<file path="src/rtl/dbg_bridge_pkg.sv">
// Shared types and constants for the byte-serial debug bridge.
// TX_ACK is present only when DBG_BRIDGE_ACK_EN is defined.
package dbg_bridge_pkg;

    typedef enum logic [3:0] {
        IDLE   = 4'd0,
        ARG_HI = 4'd1,
        ARG_LO = 4'd2,
        REQ    = 4'd3,
        ACC    = 4'd4,
        TX_HI  = 4'd5,
        TX_LO  = 4'd6,
`ifdef DBG_BRIDGE_ACK_EN
        TX_ERR = 4'd7,
        TX_ACK = 4'd8
`else
        TX_ERR = 4'd7
`endif
    } state_t;

    localparam logic [3:0] OP_READ  = 4'h0;
    localparam logic [3:0] OP_WRITE = 4'h1;
    localparam logic [7:0] ERR_BYTE = 8'hEE;
    localparam logic [7:0] ACK_BYTE = 8'hA5;

endpackage

</file>
<file path="src/rtl/dbg_bridge.sv">
// Host byte stream to debug-register bus bridge: read/write one of 8 registers.
// Define DBG_BRIDGE_ACK_EN to have writes answered with an ACK_BYTE.
module dbg_bridge
    import dbg_bridge_pkg::*;
#(
    parameter logic [15:0] DBGBASE = 16'hFFE0
) (
    input  logic        clk,
    input  logic        reset,
    input  logic [7:0]  rx_data,
    input  logic        rx_valid,
    output logic        rx_ready,
    output logic [7:0]  tx_data,
    output logic        tx_valid,
    input  logic        tx_ready,
    output logic        bus_req,
    input  logic        bus_gnt,
    output logic [15:0] addr,
    output logic [15:0] data,
    input  logic [15:0] din,
    output logic        r,
    output logic [1:0]  w,
    output logic        busy
);

    state_t      state_q, state_d;
    logic [2:0]  idx_q, idx_d;
    logic        wr_q, wr_d;
    logic [15:0] data_q, data_d;
    logic [15:0] cap_q, cap_d;

    always_comb begin
        state_d  = state_q;
        idx_d    = idx_q;
        wr_d     = wr_q;
        data_d   = data_q;
        cap_d    = cap_q;
        rx_ready = 1'b0;
        tx_valid = 1'b0;
        tx_data  = 8'h00;
        bus_req  = 1'b0;
        addr     = 16'h0000;
        r        = 1'b0;
        w        = 2'b00;

        case (state_q)
            IDLE: begin
                rx_ready = 1'b1;
                if (rx_valid) begin
                    idx_d = rx_data[2:0];
                    if (rx_data[7:4] == OP_READ && !rx_data[3]) begin
                        wr_d    = 1'b0;
                        state_d = REQ;
                    end else if (rx_data[7:4] == OP_WRITE && !rx_data[3]) begin
                        wr_d    = 1'b1;
                        state_d = ARG_HI;
                    end else begin
                        state_d = TX_ERR;
                    end
                end
            end
            ARG_HI: begin
                rx_ready = 1'b1;
                if (rx_valid) begin
                    data_d[15:8] = rx_data;
                    state_d      = ARG_LO;
                end
            end
            ARG_LO: begin
                rx_ready = 1'b1;
                if (rx_valid) begin
                    data_d[7:0] = rx_data;
                    state_d     = REQ;
                end
            end
            REQ: begin
                bus_req = 1'b1;
                if (bus_gnt) begin
                    state_d = ACC;
                end
            end
            ACC: begin
                // Grant is not re-checked here: once owned, the access always completes.
                bus_req = 1'b1;
                addr    = DBGBASE | {12'h000, idx_q, 1'b0};
                if (wr_q) begin
                    w = 2'b11;
`ifdef DBG_BRIDGE_ACK_EN
                    state_d = TX_ACK;
`else
                    state_d = IDLE;
`endif
                end else begin
                    r       = 1'b1;
                    cap_d   = din;
                    state_d = TX_HI;
                end
            end
            TX_HI: begin
                tx_valid = 1'b1;
                tx_data  = cap_q[15:8];
                if (tx_ready) state_d = TX_LO;
            end
            TX_LO: begin
                tx_valid = 1'b1;
                tx_data  = cap_q[7:0];
                if (tx_ready) state_d = IDLE;
            end
            TX_ERR: begin
                tx_valid = 1'b1;
                tx_data  = ERR_BYTE;
                if (tx_ready) state_d = IDLE;
            end
`ifdef DBG_BRIDGE_ACK_EN
            TX_ACK: begin
                tx_valid = 1'b1;
                tx_data  = ACK_BYTE;
                if (tx_ready) state_d = IDLE;
            end
`endif
            default: begin
                state_d = IDLE;
            end
        endcase

        // A reset landing on ACC must not let the strobe escape that cycle.
        if (reset) begin
            r = 1'b0;
            w = 2'b00;
        end
    end

    assign data = data_q;
    assign busy = (state_q != IDLE);

    always_ff @(posedge clk) begin
        if (reset) begin
            state_q <= IDLE;
            idx_q   <= 3'd0;
            wr_q    <= 1'b0;
            data_q  <= 16'h0000;
            cap_q   <= 16'h0000;
        end else begin
            state_q <= state_d;
            idx_q   <= idx_d;
            wr_q    <= wr_d;
            data_q  <= data_d;
            cap_q   <= cap_d;
        end
    end

endmodule

</file>
<file path="config.mk">
export PLATFORM = sky130hd
export DESIGN_NAME = dbg_bridge
export DESIGN_NICKNAME = d
export VERILOG_FILES = /design/src/rtl/dbg_bridge_pkg.sv /design/src/rtl/dbg_bridge.sv
export SDC_FILE = /design/constraint.sdc
export NUM_CORES = 1
export LEC_CHECK = 0
export CAP_MARGIN = 20
export CORE_UTILIZATION = 39
export CTS_CLUSTER_SIZE = 16
export DETAILED_ROUTE_END_ITERATION = 8
export GPL_TIMING_DRIVEN = 0
export PLACE_DENSITY_LB_ADDON = 0.05
export SETUP_SLACK_MARGIN = 0.05
export SYNTH_ARGS = -nofsm -noshare
export SYNTH_HDL_FRONTEND = slang
export SYNTH_SLANG_ARGS = --single-unit
</file>
<file path="constraint.sdc">
create_clock -name clk -period 2 [get_ports clk]
set_input_delay 0.6 -clock clk [delete_from_list [all_inputs] [get_ports clk]]
set_output_delay 0.6 -clock clk [all_outputs]
set_load 0.02 [all_outputs]
</file>
==> run_summary.xml <==
<?xml version="1.0" encoding="UTF-8"?>
<metrics>
  <group name="outcome">
    <metric name="run_status" unit="">finished, violations left</metric>
    <metric name="failed_checks" unit="">negative setup slack</metric>
  </group>
  <group name="critical_path">
    <metric name="cp_cell_sequence" unit="">buf_8, nor2_4, and2_4, and3_4, buf_6, buf_6</metric>
    <metric name="crit-reg2reg-launch" unit="">state_q[2]</metric>
    <metric name="critical_path_launch_point_type" unit="">flop</metric>
    <metric name="timing.critical_path.to_type" unit="">primary output</metric>
    <metric name="critPathMaxFanout" unit="">8</metric>
    <metric name="rr_worst_depth" unit="">6</metric>
    <metric name="worst-endpoint-required" unit="ns">1.40</metric>
    <metric name="cp_slowest_stage_delay" unit="ns">0.36</metric>
    <metric name="critical_path_class" unit="">reg2out</metric>
    <metric name="r2r_end" unit="">wr_q</metric>
    <metric name="worst-endpoint-arrival" unit="ns">1.49</metric>
    <metric name="slowest_stage" unit="">sky130_fd_sc_hd__dfxtp_4</metric>
    <metric name="setup.reg_to_reg.worst_slack" unit="ns">0.33</metric>
    <metric name="worst_path_most_repeated_cell" unit="">sky130_fd_sc_hd__buf_6</metric>
  </group>
  <group name="die">
    <metric name="fp.dieW" unit="microns">72.3</metric>
    <metric name="die_area" unit="sq um">5230</metric>
    <metric name="boundaryPins" unit="">76</metric>
    <metric name="placeable_core_area" unit="sq um">4750</metric>
    <metric name="starting_density" unit="%">40.6</metric>
    <metric name="die_height" unit="microns">72.3</metric>
    <metric name="std_cell_rows" unit="">25</metric>
  </group>
  <group name="synthesis">
    <metric name="synth_top_area_share" unit="%">40.5</metric>
    <metric name="commonest_register_cell_after_synthesis" unit="">sky130_fd_sc_hd__dfxtp_1</metric>
    <metric name="synth-warning-count" unit="">0</metric>
    <metric name="netlist-cell-type-count" unit="">39</metric>
    <metric name="netlist_area" unit="sq um">1930</metric>
    <metric name="synth.yosys.seq_area_share" unit="%">40.5</metric>
    <metric name="async_reset_ff_share" unit="%">0</metric>
    <metric name="post-synth-top-area-cell" unit="">sky130_fd_sc_hd__dfxtp_1</metric>
    <metric name="synth.avg_cell_area" unit="sq um">8.57</metric>
    <metric name="postSynthRegisterBits" unit="">39</metric>
    <metric name="synthTopCellsByArea" unit="">sky130_fd_sc_hd__dfxtp_1 (40%), sky130_fd_sc_hd__mux2i_1 (11%), sky130_fd_sc_hd__nand2_1 (8.4%)</metric>
    <metric name="synth_edf_count" unit="">0</metric>
    <metric name="synthCells" unit="">225</metric>
  </group>
  <group name="placement">
    <metric name="dp_hpwl" unit="microns">3480</metric>
    <metric name="weighted_congestion_at_the_end_of_routability_driven_global_placement" unit="">0.824</metric>
    <metric name="place.port_buffers" unit="">73</metric>
    <metric name="place_ws" unit="ns">-1.24</metric>
    <metric name="post_dp_cell_area" unit="sq um">2760</metric>
  </group>
  <group name="sta">
    <metric name="hold_viol" unit="">0</metric>
    <metric name="fin_crit" unit="ns">2.09</metric>
    <metric name="worst_clock_skew_on_the_final_layout" unit="ns">0.00363</metric>
    <metric name="achievable-frequency" unit="MHz">479</metric>
    <metric name="measured_slew_at_the_worst_slew_check_pin" unit="ns">0.496</metric>
    <metric name="timing.final.ws_setup" unit="ns">-0.0877</metric>
    <metric name="rsz0062_at_grt" unit="">yes</metric>
    <metric name="setup_viol_count_final" unit="">22</metric>
    <metric name="final-max-slew-violation-count" unit="">0</metric>
    <metric name="worst_slew_margin_rel" unit="%">66.8</metric>
    <metric name="fin_crit_sh" unit="%">104</metric>
  </group>
  <group name="routing">
    <metric name="drtPass1Iterations" unit="">4</metric>
    <metric name="routed_wl" unit="microns">5690</metric>
    <metric name="drt_iter0_markers" unit="">92</metric>
    <metric name="remaining_drc_errors" unit="">0</metric>
    <metric name="antenna_left" unit="">0</metric>
    <metric name="post_drt_wl_per_cell" unit="microns">14.4</metric>
    <metric name="vias_per_cell" unit="">4.83</metric>
    <metric name="routed-via-count" unit="">1909</metric>
  </group>
  <group name="layout">
    <metric name="most-common-layout-cells" unit="">sky130_fd_sc_hd__clkdlybuf4s50_1 (43), sky130_fd_sc_hd__nand2_1 (39), sky130_fd_sc_hd__buf_6 (36)</metric>
    <metric name="layout_commonest_cell" unit="">sky130_fd_sc_hd__clkdlybuf4s50_1</metric>
    <metric name="seqCellArea" unit="sq um">793</metric>
    <metric name="layout-drive-gt1-share" unit="%">37.8</metric>
    <metric name="antenna_cells" unit="">0</metric>
    <metric name="area_growth_syn_to_layout" unit="%">79.2</metric>
    <metric name="final.fill_count" unit="">370</metric>
    <metric name="postLayoutCellArea" unit="sq um">3460</metric>
    <metric name="multiInputGateArea" unit="sq um">1120</metric>
    <metric name="finalNetCount" unit="">356</metric>
  </group>
  <group name="clock_network">
    <metric name="clock_tree_from_tritoncts" unit="">built</metric>
    <metric name="clk_path_buf_depth" unit="">2</metric>
    <metric name="clkTransAtPathRegs" unit="ns">0.08</metric>
    <metric name="clock_sinks" unit="">39</metric>
    <metric name="clk_latency" unit="ns">0.29</metric>
    <metric name="cts.hold.buffers_added" unit="">0</metric>
    <metric name="cts.root.buffer_cell" unit="">sky130_fd_sc_hd__clkbuf_8</metric>
    <metric name="cts_htree_levels" unit="">2</metric>
    <metric name="cts_inserted_buffers" unit="">5</metric>
  </group>
  <group name="min_path">
    <metric name="min_path_type" unit="">reg2reg</metric>
    <metric name="worst_hold_path.endpoint" unit="">cap_q[3]</metric>
    <metric name="min_from" unit="">cap_q[3]</metric>
    <metric name="timing.hold.worst_path_depth" unit="">2</metric>
  </group>
  <group name="global_route">
    <metric name="grt_antenna_before_repair" unit="">0</metric>
    <metric name="global_route.overflow_total" unit="">0</metric>
    <metric name="grt_start_max_net_pins" unit="">13</metric>
    <metric name="wire_length_of_the_first_global_routing_pass" unit="microns">8800</metric>
    <metric name="first_global_vias" unit="">1825</metric>
    <metric name="track_usage" unit="%">22.5</metric>
  </group>
  <group name="pwr">
    <metric name="p_leak" unit="nW">1.37</metric>
    <metric name="cellPowerDensity" unit="nW/um^2">1200</metric>
    <metric name="max-vdd-ir-drop" unit="mV">0.545</metric>
  </group>
  <group name="job">
    <metric name="max-cap-violations" unit="">0</metric>
  </group>
</metrics>
timing repair:
action	4_1_cts	5_1_grt
gates cloned	2	0
setup endpoints to repair	40	38
setup buffers	16	5
pin swaps	11	9
resized for setup	239	27
cell families after synthesis:
group	after synthesis	synth area share, %
compound gates	42	14.0
mux	22	11.4
flops	39	40.5
simple gates	89	23.2
other cells	1	0.194
buf+inv	32	10.7
worst max-delay path, delay by kind of cell, from the launching register on:
kind / cells / cell delay (ns)
and+or+nand+nor: 3 / 0.51
DFF: 1 / 0.36
buffers and inverters: 3 / 0.32
final cells by class:
class                           instances  share of cell area, %
Tap cell                               67                   2.42
Timing Repair Buffer                   96                   28.5
Inverter                                2                  0.217
Multi-Input combinational cell        155                   32.3
Sequential cell                        39                   22.9
Buffer                                 28                   9.77
Clock buffer                            6                   2.10
Clock inverter                          2                   1.74
stage by stage:
step	cells	utilization [%]	total power [mW]	hold WS, ns	setup TNS [ns]
after global placement	366	58.0	2.53	0.439	-17.87
after global routing	395	72.7	4.35	0.484	-1.70
after CTS	391	70.2	3.98	0.459	-0.643
after floorplan	226	-	1.99	0.433	-0.0762
final	395	72.7	4.15	0.465	-0.484
after detailed placement	366	58.0	2.54	0.446	-18.34
layer usage:
layer / up-vias / wire length [microns] / global-route usage (%)
met1: 889 / 2640 / 28.6
met3: 9 / 244 / 5.00
met2: 58 / 2710 / 36.9
met4: 0 / 94 / 9.15
li1: 953 / - / -
met5: - / 0 / 0
state kept, by name, summed over array words and instances, names as in the netlist:
name,flops
cap_q,16
data,16
wr_q,1
idx_q,3
state_q,3
Yosys cell counts (2+ instances only):
cell type and number:
sky130_fd_sc_hd__inv_1 2, sky130_fd_sc_hd__buf_2 6, sky130_fd_sc_hd__nor4b_4 2, sky130_fd_sc_hd__nor2b_1 4, sky130_fd_sc_hd__a22oi_1 2, sky130_fd_sc_hd__and3_1 4, sky130_fd_sc_hd__o21ai_0 7, sky130_fd_sc_hd__a21boi_0 6
sky130_fd_sc_hd__nand2_1 43, sky130_fd_sc_hd__and2_1 2, sky130_fd_sc_hd__buf_4 16, sky130_fd_sc_hd__clkbuf_1 5, sky130_fd_sc_hd__dfxtp_1 39, sky130_fd_sc_hd__a21oi_1 18, sky130_fd_sc_hd__o21a_1 2, sky130_fd_sc_hd__nor2_1 23
sky130_fd_sc_hd__mux2i_1 22
worst max-delay path by stage:
stage               startpoint   end  depth (start not counted)  slack [ns]
floorplan           state_q[2]  w[1]                          5       -0.04
global placement         reset     r                          5       -1.26
detailed placement       reset     r                          5       -1.24
CTS                 state_q[0]     r                          4       -0.12
global route        state_q[0]  w[1]                          6       -0.14
finish              state_q[0]  w[1]                          6       -0.09
where the power goes:
| group | leakage [nW] | switching [mW] | internal, mW | total (mW) |
|---|---|---|---|---|
| combinational | 0.981 | 1.07 | 1.31 | 2.37 |
| sequential | 0.319 | 0.0898 | 0.909 | 0.999 |
| clock | 0.0654 | 0.282 | 0.499 | 0.781 |
(Power assumes the default switching activity.)
